===== src/rtl/rv32_retire_pkg.sv =====
// Shared types for the rv32 retirement monitor: the trace record layout and its width.
package rv32_retire_pkg;

    typedef struct packed {
        logic [31:0] pc;
        logic [31:0] insn;
        logic [4:0]  rd_addr;
        logic [31:0] rd_wdata;
        logic        trap;
    } trace_rec_t;

    localparam int TRACE_REC_W = $bits(trace_rec_t);

    function automatic trace_rec_t make_rec(
        input logic [31:0] pc,
        input logic [31:0] insn,
        input logic [4:0]  rd_addr,
        input logic [31:0] rd_wdata,
        input logic        trap
    );
        trace_rec_t r;
        r.pc       = pc;
        r.insn     = insn;
        r.rd_addr  = rd_addr;
        r.rd_wdata = rd_wdata;
        r.trap     = trap;
        return r;
    endfunction

endpackage


===== src/rtl/rv32_retire_fifo.sv =====
// First-word-fall-through FIFO of trace records; a push into a full FIFO is
// accepted only when a pop retires the head in the same cycle.
module rv32_retire_fifo
    import rv32_retire_pkg::*;
#(
    parameter int DEPTH = 16
) (
    input  logic       clk,
    input  logic       reset,
    input  logic       push_i,
    input  trace_rec_t push_data_i,
    output logic       full_o,
    input  logic       pop_i,
    output trace_rec_t pop_data_o,
    output logic       empty_o
);

    localparam int AW = $clog2(DEPTH);

    trace_rec_t     mem [DEPTH];
    logic [AW:0]    wr_ptr_q, wr_ptr_d;
    logic [AW:0]    rd_ptr_q, rd_ptr_d;
    logic           wr_en;
    logic           rd_en;

    // Pointers carry one extra wrap bit so full and empty are distinguishable.
    assign empty_o = (wr_ptr_q == rd_ptr_q);
    assign full_o  = (wr_ptr_q[AW] != rd_ptr_q[AW]) &&
                     (wr_ptr_q[AW-1:0] == rd_ptr_q[AW-1:0]);

    assign rd_en = pop_i && !empty_o;
    assign wr_en = push_i && (!full_o || rd_en);

    assign pop_data_o = mem[rd_ptr_q[AW-1:0]];

    always_comb begin
        wr_ptr_d = wr_ptr_q;
        rd_ptr_d = rd_ptr_q;
        if (wr_en) begin
            wr_ptr_d = wr_ptr_q + 1'b1;
        end
        if (rd_en) begin
            rd_ptr_d = rd_ptr_q + 1'b1;
        end
    end

    always_ff @(posedge clk or posedge reset) begin
        if (reset) begin
            wr_ptr_q <= '0;
            rd_ptr_q <= '0;
        end else begin
            wr_ptr_q <= wr_ptr_d;
            rd_ptr_q <= rd_ptr_d;
        end
    end

    always_ff @(posedge clk) begin
        if (wr_en) begin
            mem[wr_ptr_q[AW-1:0]] <= push_data_i;
        end
    end

endmodule


===== src/rtl/rv32_retire_monitor.sv =====
// RVFI retirement monitor: counts retirements, buffers trace records, drops on full.
// Stream consistency checks are built only when RV32_RETIRE_CHECK_EN is defined.
module rv32_retire_monitor
    import rv32_retire_pkg::*;
#(
    parameter int DEPTH  = 16,
    parameter int DROP_W = 16
) (
    input  logic              clk,
    input  logic              reset,
    input  logic              ce_i,
    input  logic              clear_in,
    input  logic              rvfi_valid,
    input  logic [63:0]       rvfi_order,
    input  logic [31:0]       rvfi_insn,
    input  logic              rvfi_trap,
    input  logic              rvfi_intr,
    input  logic [31:0]       rvfi_pc_rdata,
    input  logic [31:0]       rvfi_pc_wdata,
    input  logic [4:0]        rvfi_rd_addr,
    input  logic [31:0]       rvfi_rd_wdata,
    output logic              trace_valid,
    input  logic              trace_ready,
    output logic [31:0]       trace_pc,
    output logic [31:0]       trace_insn,
    output logic [31:0]       trace_rd_wdata,
    output logic [4:0]        trace_rd_addr,
    output logic              trace_trap,
    output logic [63:0]       retired_count,
    output logic [DROP_W-1:0] drop_count,
    output logic              overflow,
    output logic              err_order,
    output logic              err_pc,
    output logic              err_x0
);

    logic       capture;
    logic       clear_act;
    logic       pop;
    logic       push;
    logic       drop;
    logic       fifo_full;
    logic       fifo_empty;
    trace_rec_t cap_rec;
    trace_rec_t head_rec;

    logic [63:0]       retired_count_q, retired_count_d;
    logic [DROP_W-1:0] drop_count_q, drop_count_d;
    logic              overflow_q, overflow_d;

    assign capture   = ce_i && rvfi_valid;
    assign clear_act = ce_i && clear_in;
    assign pop       = ce_i && !fifo_empty && trace_ready;
    // A full FIFO still takes the record when the head leaves in the same cycle.
    assign push      = capture && (!fifo_full || pop);
    assign drop      = capture && fifo_full && !pop;

    assign cap_rec = make_rec(rvfi_pc_rdata, rvfi_insn, rvfi_rd_addr,
                              rvfi_rd_wdata, rvfi_trap);

    rv32_retire_fifo #(
        .DEPTH (DEPTH)
    ) u_fifo (
        .clk         (clk),
        .reset       (reset),
        .push_i      (push),
        .push_data_i (cap_rec),
        .full_o      (fifo_full),
        .pop_i       (pop),
        .pop_data_o  (head_rec),
        .empty_o     (fifo_empty)
    );

    assign trace_valid    = !fifo_empty;
    assign trace_pc       = head_rec.pc;
    assign trace_insn     = head_rec.insn;
    assign trace_rd_addr  = head_rec.rd_addr;
    assign trace_rd_wdata = head_rec.rd_wdata;
    assign trace_trap     = head_rec.trap;

    always_comb begin
        retired_count_d = retired_count_q;
        drop_count_d    = drop_count_q;
        overflow_d      = overflow_q;
        if (capture) begin
            retired_count_d = retired_count_q + 64'd1;
        end
        if (drop) begin
            overflow_d = 1'b1;
            if (drop_count_q != {DROP_W{1'b1}}) begin
                drop_count_d = drop_count_q + 1'b1;
            end
        end
        if (clear_act) begin
            retired_count_d = '0;
            drop_count_d    = '0;
            overflow_d      = 1'b0;
        end
    end

    always_ff @(posedge clk or posedge reset) begin
        if (reset) begin
            retired_count_q <= '0;
            drop_count_q    <= '0;
            overflow_q      <= 1'b0;
        end else begin
            retired_count_q <= retired_count_d;
            drop_count_q    <= drop_count_d;
            overflow_q      <= overflow_d;
        end
    end

    assign retired_count = retired_count_q;
    assign drop_count    = drop_count_q;
    assign overflow      = overflow_q;

`ifdef RV32_RETIRE_CHECK_EN
    logic [63:0] prev_order_q, prev_order_d;
    logic [31:0] prev_pc_q, prev_pc_d;
    logic        have_prev_q, have_prev_d;
    logic        err_order_q, err_order_d;
    logic        err_pc_q, err_pc_d;
    logic        err_x0_q, err_x0_d;

    always_comb begin
        prev_order_d = prev_order_q;
        prev_pc_d    = prev_pc_q;
        have_prev_d  = have_prev_q;
        err_order_d  = err_order_q;
        err_pc_d     = err_pc_q;
        err_x0_d     = err_x0_q;
        if (capture) begin
            if (have_prev_q) begin
                if (rvfi_order != prev_order_q + 64'd1) begin
                    err_order_d = 1'b1;
                end
                // Trap-handler entry legitimately redirects the PC.
                if (!rvfi_intr && (rvfi_pc_rdata != prev_pc_q)) begin
                    err_pc_d = 1'b1;
                end
            end
            if ((rvfi_rd_addr == 5'd0) && (rvfi_rd_wdata != 32'd0)) begin
                err_x0_d = 1'b1;
            end
            prev_order_d = rvfi_order;
            prev_pc_d    = rvfi_pc_wdata;
            have_prev_d  = 1'b1;
        end
        if (clear_act) begin
            err_order_d = 1'b0;
            err_pc_d    = 1'b0;
            err_x0_d    = 1'b0;
            have_prev_d = capture;
        end
    end

    always_ff @(posedge clk or posedge reset) begin
        if (reset) begin
            prev_order_q <= '0;
            prev_pc_q    <= '0;
            have_prev_q  <= 1'b0;
            err_order_q  <= 1'b0;
            err_pc_q     <= 1'b0;
            err_x0_q     <= 1'b0;
        end else begin
            prev_order_q <= prev_order_d;
            prev_pc_q    <= prev_pc_d;
            have_prev_q  <= have_prev_d;
            err_order_q  <= err_order_d;
            err_pc_q     <= err_pc_d;
            err_x0_q     <= err_x0_d;
        end
    end

    assign err_order = err_order_q;
    assign err_pc    = err_pc_q;
    assign err_x0    = err_x0_q;
`else
    logic unused_chk;
    assign unused_chk = ^{rvfi_order, rvfi_intr, rvfi_pc_wdata};

    assign err_order = 1'b0;
    assign err_pc    = 1'b0;
    assign err_x0    = 1'b0;
`endif

endmodule

===== config.mk =====
export PLATFORM = sky130hd
export DESIGN_NAME = rv32_retire_monitor
export DESIGN_NICKNAME = d
export VERILOG_FILES = /design/src/rtl/rv32_retire_pkg.sv /design/src/rtl/rv32_retire_fifo.sv /design/src/rtl/rv32_retire_monitor.sv
export SDC_FILE = /design/constraint.sdc
export NUM_CORES = 1
export LEC_CHECK = 0
export ABC_AREA = 0
export CORE_ASPECT_RATIO = 1.75
export CORE_MARGIN = 2
export CORE_UTILIZATION = 54
export CTS_CLUSTER_DIAMETER = 80
export DETAILED_ROUTE_END_ITERATION = 7
export HOLD_SLACK_MARGIN = 0.05
export PLACE_DENSITY = 0.73
export SETUP_SLACK_MARGIN = 0.5
export SYNTH_ARGS = -nofsm -noshare
export SYNTH_HDL_FRONTEND = slang
export SYNTH_SLANG_ARGS = --single-unit
export TNS_END_PERCENT = 20

===== constraint.sdc =====
create_clock -name clk -period 26.1 [get_ports clk]
set_clock_uncertainty 0.15 [all_clocks]
set_input_delay 5.22 -clock clk [delete_from_list [all_inputs] [get_ports clk]]
set_output_delay 5.22 -clock clk [all_outputs]
set_load 0.02 [all_outputs]

==> flow_results.org, run 1 <==
** Placed design
- Including well taps, the total number of placed cells is 4639.
- Placed Instance Area :: 0.0710 mm²
- Count of buffers inserted at the top-level ports :: 291
- DP Wirelength :: around 76 mm
- Routability-driven placement finished with a final weighted congestion of between 0.9 and 1.

** Routing
- Number of DRC violations after detailed-routing iteration 0 :: 3110
- Final ANT Viol Nets :: 0
- Summed over all nets, wire length on met2 after detailed routing comes to 74.7 mm.
- First drt pass iteration count :: 6
- Detailed routing inserted a total of just over 30000 vias.
- In the routed design, unresolved DRC markers number 0.
- WL/cell :: between 20 and 30 µm
- The highest layer touched by signal routing is met5.
- In the final routing, the length of wire on met1 measures 56.2 mm.
- Drt total wl :: 146 mm
- Post-detailed-route via-to-cell ratio :: 6.33
- DR WL met3 :: ~12 mm

** Flow run
- Count of max-cap constraint violations :: 0

** Timing
- Unrepaired setup endpoints after global routing :: no
- Worst Tran Pin Value :: approximately 1200 ps
- Final critical path time including I/O delays and setup :: 11370 ps
- Hold Vio Cnt, Final :: 0
- Max-slew violation count :: 0
- The worst pin sits at a relative slew slack of 21.1%.
- Share of the cycle needed by the critical path after routing :: 43.6%
- Setup violations remaining at the end of the flow were counted as 0.
- Derived from the worst setup path, the maximum achievable clock frequency is 88.0 MHz.
- For the final routed database, the setup TNS stands at 0 ps.

** Logic synthesis
- EDFF count, synth :: 1632
- For this run, the register share of the synthesized area comes to 77.5%.
- In this run the biggest area consumer among cell types represents 74.1% of the synthesized area.
- FFs w/ async S/R, synth :: under 10%
- After synthesis, the cell types taking the most area are edfxtp_1 74%, mux4_2 17%, dfrtp_1 3.4%, clkbuf_1 0.48%, xor2_1 0.45%.
- The Yosys step of the flow raised 0 warnings.
- The cell count after synthesis came out at 2816.
- Post-synthesis cell type with the largest combined area :: edfxtp_1
- Most used flip-flop cell after synthesis :: edfxtp_1
- Syn Area/Cell :: 23.5 µm²
- Synthesized area :: between 0.06 and 0.07 mm²
- The number of different library cells used by synthesis comes to 48.
- After synthesis the netlist holds a flip-flop and latch count of 1723.

** Critical path
- Setup slack on the worst reg-to-reg path comes out at ~20000 ps.
- In this run the worst path has a maximum fanout of 50.
- Measured in cells, the most critical reg-to-reg path has a length of 8.
- Startpoint of the lowest-slack register-to-register path :: u_fifo.rd_ptr_q[2]$_DFFE_PP0P_
- STA classifies the critical path endpoint as an output port.
- Critical path class :: reg -> out
- STA puts the critical path data arrival time at 6000 ps.
- The worst setup path is launched from a flip-flop.
- Data required, critical path :: approximately 21000 ps
- The endpoint identified for the worst register-to-register timing path is u_fifo.mem[8][37]$_DFFE_PP_.

** Outcome
- The run finished with clean final reports.

** Power
- The worst-case IR drop observed on VDD is 87.7 µV.
- For this design the ratio of total power to cell area is 101 mW/mm².
- Summed over all cells, the static leakage comes to 23.7 nW.

** Min path
- End point of the worst hold path :: u_fifo.wr_ptr_q[4]$_DFFE_PP0P_
- The worst hold path belongs to the class reg -> reg.
- Hold Path Stages :: 1
- Worst Min Path Start :: u_fifo.wr_ptr_q[4]$_DFFE_PP0P_

** CTS
- Maximum level of the CTS H-tree :: 4
- Clock Root Buffer :: clkbuf_16
- Cts hold-fix bufs :: 0
- Number of gates resized after cts :: 0
- Source-to-sink clock delay at the later pin of the worst-skew pair :: 760 ps
- After clock tree synthesis, the clock-pin slew on the worst setup and hold paths is 60 ps.
- Maximum count of clock buffers along a single path :: 3
- Postcts setup bufs :: 0
- TritonCTS sink count :: 1723
- TritonCTS built the clock tree.
- TritonCTS created 149 clock buffers.

** Layout
- Filler Cell Count :: roughly 8000
- For this run, the share of the core covered by cells in the final layout is 62.4%.
- Share of final-layout standard cells stronger than drive strength 1 :: 24.8%
- Design Area, Final :: approximately 0.076 mm²
- At the end of the flow, the number of nets in the layout was 3378.
- Post-route non-filler standard cell count :: slightly below 5000
- Area growth from synthesis to layout :: 14.5%

** Floorplanning
- I/O pins :: between 300 and 400
- Initial core utilization :: 54.5%
- Vertical extent of the die :: 467 µm
- Placeable core area :: 0.121 mm²
- Die area :: between 0.1 and 0.15 mm²
- Row generation in the floorplan step produced 169 rows.
- The die is 269 µm wide.

** GRT
- Entering global routing, the biggest net connects roughly 160 pins.
- The first global-routing pass estimated 215 mm of wire.
- The number of antenna violations at the first check in global routing was 16.
- Global routing usage summed across all routing layers :: 23.9%
- Total grt overflow :: 0
- Vias in the first global route :: ~32000
through the flow:
step	setup WS, ps	hold WS [ps]	power (mW)
2_1_floorplan	12070	312	4.81
3_3_place_gp	15350	329	5.58
5_1_grt	14090	353	7.98
6_report	14730	340	7.68
3_5_place_dp	15290	326	5.62
4_1_cts	14410	339	7.78
kinds of logic after synthesis:
kind of cell,share of synthesized area (%)
buf+inv,1.02
flops,77.5
fa+ha+maj,0.132
compound gates,0.855
xor+xnor,0.596
other cells,0.00567
mux,17.5
simple gates,2.39
registers in the layout (all words and copies together), names as in the netlist:
name / flops
overflow: 1
u_fifo.mem: 1632
u_fifo.wr_ptr_q: 5
retired_count: 64
u_fifo.rd_ptr_q: 5
drop_count: 16
final cells by class:
cell class | instances | area (µm²) | area share [%]
sequential | 1723 | 51300 | 67.7
multi-input combinational | 937 | 14300 | 18.8
timing repair buffer | 342 | 3320 | 4.38
clock buffer | 177 | 3980 | 5.26
clock inverter | 88 | 777 | 1.03
tap | 1624 | 2030 | 2.68
antenna | 4 | 10.0 | 0.0132
inverter | 13 | 50.0 | 0.0661
cell usage after synthesis (5+ instances only):
master	instances
inv_1	13
nand2b_1	5
and4_1	5
nand3_1	36
o31ai_1	15
and2_1	7
buf_2	51
mux4_2	510
xnor2_1	11
o21ai_0	16
ha_1	7
mux2i_1	5
nor2_1	52
or4_1	16
xor2_1	34
buf_1	5
nor4_1	10
and3_1	24
or3_1	15
nand2_1	46
nand4_1	31
dfrtp_1	91
a21oi_1	32
nor3_1	11
clkbuf_1	85
edfxtp_1	1632
where the power goes:
part | internal (mW) | total [mW] | switching (mW)
Clock | 1.21 | 2.16 | 0.951
Sequential | 3.17 | 3.27 | 0.0976
Combinational | 1.14 | 2.25 | 1.12
layout by cell type, fill, tap and decap left out, types with 16 or more instances in the layout:
master,Yosys,final
or4_1,16,16
dfrtp_1,91,87
o21ai_0,16,16
a21oi_1,32,32
nand3_1,36,36
clkdlybuf4s50_1,0,291
mux4_2,510,510
clkinv_1,0,33
clkbuf_1,85,21
buf_4,4,49
nand2_1,46,46
nand4_1,31,31
clkinv_2,0,21
nor2_1,52,52
edfxtp_1,1632,1632
clkbuf_16,0,156
xor2_1,34,34
routing by layer:
layer	up-vias	track usage (%)
li1	12800	-
met1	16800	31.8
met2	1255	39.7
met3	271	5.98
met4	26	6.26
met5	-	0
how the worst max path moves through the flow:
| stage | start | endpoint | slack (ps) | cells after the start |
|---|---|---|---|---|
| finish | u_fifo.rd_ptr_q[0]$_DFFE_PP0P_ | trace_rd_wdata[8] | 14730 | 6 |
| global route | u_fifo.rd_ptr_q[0]$_DFFE_PP0P_ | trace_rd_wdata[8] | 14090 | 6 |
| CTS | u_fifo.rd_ptr_q[0]$_DFFE_PP0P_ | trace_rd_wdata[8] | 14410 | 6 |
| detailed placement | u_fifo.rd_ptr_q[0]$_DFFE_PP0P_ | trace_rd_wdata[8] | 15290 | 6 |
| global placement | u_fifo.rd_ptr_q[0]$_DFFE_PP0P_ | trace_rd_wdata[8] | 15350 | 6 |
| floorplan | ce_i | u_fifo.mem[3][0]$_DFFE_PP_ | 12070 | 7 |
critical path, cell delays in order (launching register included):
cell	delay, ps
dfrtp_4	900
buf_4	830
buf_4	890
buf_4	720
mux4_2	600
mux4_2	490
clkdlybuf4s50_1	680
Power figures use the tool's default switching activity.
==> inputs of run 2 (changes only) <==
- clock period: 26.1 -> 11.65 ns (I/O delays scaled with it)
==> run 2 against run 1 <==
Against the previous run: largest power group unchanged; highest routed layer unchanged; critical path depth decreased by 1; design area increased by 0.12%; final cell count increased by 0.18%; utilization increased by 0.073 points.
==> flow_results.org, run 2 (same netlist as run 1, synthesis figures left out) <==
** Outcome
- The flow ran to the end, and the final reports show no timing, DRC or antenna violations.

** Placed design
- Count of buffers inserted at the top-level ports :: just under 300
- After legalization and detailed placement, the total HPWL measured 76.9 mm.
- The congestion estimate from routability-driven global placement came to between 0.9 and 1.
- Timing analysis after detailed placement gives a worst setup slack of about 4800 ps.
- The placed instances occupy a cell area of 0.0710 mm².

** Min path
- Worst Min Path Start :: u_fifo.rd_ptr_q[4]$_DFFE_PP0P_
- The path with the worst hold slack has its endpoint at u_fifo.rd_ptr_q[4]$_DFFE_PP0P_.
- Counting instances, the worst hold path has a depth of 1.
- Class of the worst hold path :: reg -> reg

** CTS
- TritonCTS built the clock tree.
- Postcts setup bufs :: 0
- Clock tree synthesis selected as its root buffer the cell clkbuf_16.
- TritonCTS Buffers :: 150
- Source-to-sink clock delay at the later pin of the worst-skew pair :: 780 ps
- Clock-pin slew reported for the worst setup and hold paths after clock tree synthesis :: 60 ps
- Number of gates resized after cts :: 0
- Maximum level of the CTS H-tree :: 4
- In this run the deepest clock path goes through 3 buffers.
- Hold repair after CTS inserted 0 buffers.
- TritonCTS sink count :: 1723

** Critical path
- Of all nets on the critical path, the largest fanout is approximately 100.
- Capturing element type of the critical path :: output port
- In this run the critical register-to-register path is captured at u_fifo.mem[14][92]$_DFFE_PP_.
- The worst setup path is launched from a flip-flop.
- Data required, critical path :: approximately 9200 ps
- The worst setup path is of the reg -> out kind.
- Counting cells, the worst reg-to-reg path comes to 6.
- Startpoint of the lowest-slack register-to-register path :: u_fifo.rd_ptr_q[2]$_DFFE_PP0P_
- R2R setup slack :: about 6400 ps
- For the worst setup path, the data arrival time is 4920 ps.

** Timing
- Final critical path time including I/O delays and setup :: 7400 ps
- Share of the cycle needed by the critical path after routing :: 63.5%
- Worst Tran Pin Value :: 1240 ps
- Final TNS setup :: 0 ps
- Static timing analysis puts the maximum clock frequency at around 140 MHz.
- In this run the tightest slew margin relative to its limit is 17.7%.
- Fin worst setup slack :: 4250 ps
- The max-slew violation total from the final report was 0.
- Number of setup violations in the final report :: 0
- The count of endpoints failing hold in the final timing report came to 0.
- Setup repair after global routing left no endpoint under its margin.

** Power
- Total power for the finished layout comes to 17.4 mW.
- VDD sags by at most 239 µV.
- Leakage power of the design :: 23.7 nW
- Part of the power in the clock network :: 28.4%
- Combinational Power Share :: slightly below 30%
- Switching power share of the total :: 28.5%
- Power density normalized to cell area :: around 230 mW/mm²
- Cell internal power was estimated by the tool at 12.4 mW.
- Summed over all nets, the switching power comes to 4.94 mW.
- Sequential power share :: approximately 42%

** Routing
- The routed design has 150 mm of wire.
- Count of vias placed by the detailed router :: 31200
- Top routing layer used :: met5
- Detailed routing placed a total of around 76 mm of wire on met2.
- Dividing the detail-routed wire length by the instance count gives 30.4 µm.
- After detailed routing, the number of remaining DRC violations is 0.
- Using the TritonRoute via totals, the vias-per-cell ratio works out to approximately 6.3.
- Once detail routing completed, the nets flagged for antenna violations numbered 0.
- The first detailed-routing pass ran for 7 iterations.
- The detailed router put a total of 57.6 mm of wire on met1.
- DR WL met3 :: 12.3 mm
- Number of DRC violations after detailed-routing iteration 0 :: 3310

** Layout
- The final layout contains about 3400 nets.
- The register with the most flip-flops in the layout has around 1600 of them.
- Area of the multi-input gates :: between 0.01 and 0.015 mm²
- Cells with a size suffix above 1 make up 24.8% of the layout.
- In the final layout, flip-flops and latches occupy 0.0513 mm².
- Fill cells in the final layout number 8039.
- Leaving out fill and tap cells, the most frequent cell in the layout is edfxtp_1.
- Top library cells by usage in the layout, fill and taps aside :: 1632 x edfxtp_1, 510 x mux4_2, 291 x clkdlybuf4s50_1, 152 x clkbuf_16, 87 x dfrtp_1
- The finished cells cover 0.0758 mm².
- The area growth from synthesis to layout is 14.7%.

** Floorplanning
- Once the floorplan was initialized, standard cells occupied 54.5% of the core.
- Die area :: 0.125 mm²
- During I/O placement, the number of pins put on the boundary was about 390.
- Vertical extent of the die :: about 470 µm
- Chip Width :: 269 µm
- The core region is about 0.12 mm².
- The floorplan has 169 rows.

** GRT
- Global-route wire length before repair :: 219 mm
- The via count of the first global-routing pass came to 32400.
- Entering global routing, the biggest net connects between 150 and 200 pins.
- Summed over all layers, the global routing overflow is 0.
- In the global route stage, overall resource usage came out at 24.4%.
- The number of antenna violations at the first check in global routing came to 24.

** Flow run
- The tool flagged a number of max-cap violations equal to 0.
==> run 2: cell types whose count changed in the layout (fill, tap and decap cells not counted), moves of 2 or more <==
cell        before  now
clkinv_8         1    3
bufinv_16       12   15
clkbuf_1        21   25
clkinv_4         7    1
clkbuf_16      156  152
clkinvlp_4      10   12
inv_6            4    7
clkinv_2        21   23
clkinv_1        33   31
buf_12           2    4
buf_4           49   44
diode_2          4    9
==> run 2: layer usage <==
layer  track usage (%)  vias up
li1                  -    12700
met5                 0        -
met4              6.78       32
met2              40.5     1385
met1              32.6    16800
met3              5.99      257
==> run 2: worst max-delay path, cell delays in order (launching register included) <==
cell and delay (ps):
dfrtp_4 730, buf_12 610, buf_4 850, mux4_2 620
mux4_2 490, clkdlybuf4s50_1 610
==> run 2: area by class of cell <==
type / count / share of cell area, %
sequential: 1723 / 67.6
multi-input combinational: 937 / 18.8
clock buffer: 178 / 5.16
timing repair buffer: 339 / 4.38
tap: 1624 / 2.68
clock inverter: 94 / 1.22
inverter: 13 / 0.0660
antenna: 9 / 0.0297
==> run 2: power groups by stage <==
stage               Combinational [mW]  Sequential, mW  Clock, mW
global placement                  5.09            7.44          0
floorplan                         3.47            7.31          0
global route                      5.41            7.36       5.23
finish                            5.10            7.33       4.93
detailed placement                5.17            7.47          0
CTS                               5.21            7.34       5.00
==> run 2: through the flow <==
stage                     util (%)  instances  hold slack, ps
final                         62.5       4917             346
after global routing          62.5       4910             364
after CTS                     62.5       4908             349
after detailed placement      58.5       4636             336
after global placement        58.5       4636             325
after floorplan                  -       2818             312
==> run 2: worst max-delay path by stage <==
stage                                   start                           to  cells after the start  slack (ps)
2_1_floorplan                            ce_i   u_fifo.mem[3][0]$_DFFE_PP_                      7         510
6_report       u_fifo.rd_ptr_q[0]$_DFFE_PP0P_           trace_rd_wdata[26]                      5        4250
3_5_place_dp                             ce_i  u_fifo.mem[4][98]$_DFFE_PP_                      5        4760
3_3_place_gp                             ce_i  u_fifo.mem[4][98]$_DFFE_PP_                      5        4870
4_1_cts        u_fifo.rd_ptr_q[0]$_DFFE_PP0P_           trace_rd_wdata[26]                      5        4110
5_1_grt        u_fifo.rd_ptr_q[0]$_DFFE_PP0P_           trace_rd_wdata[26]                      5        3830
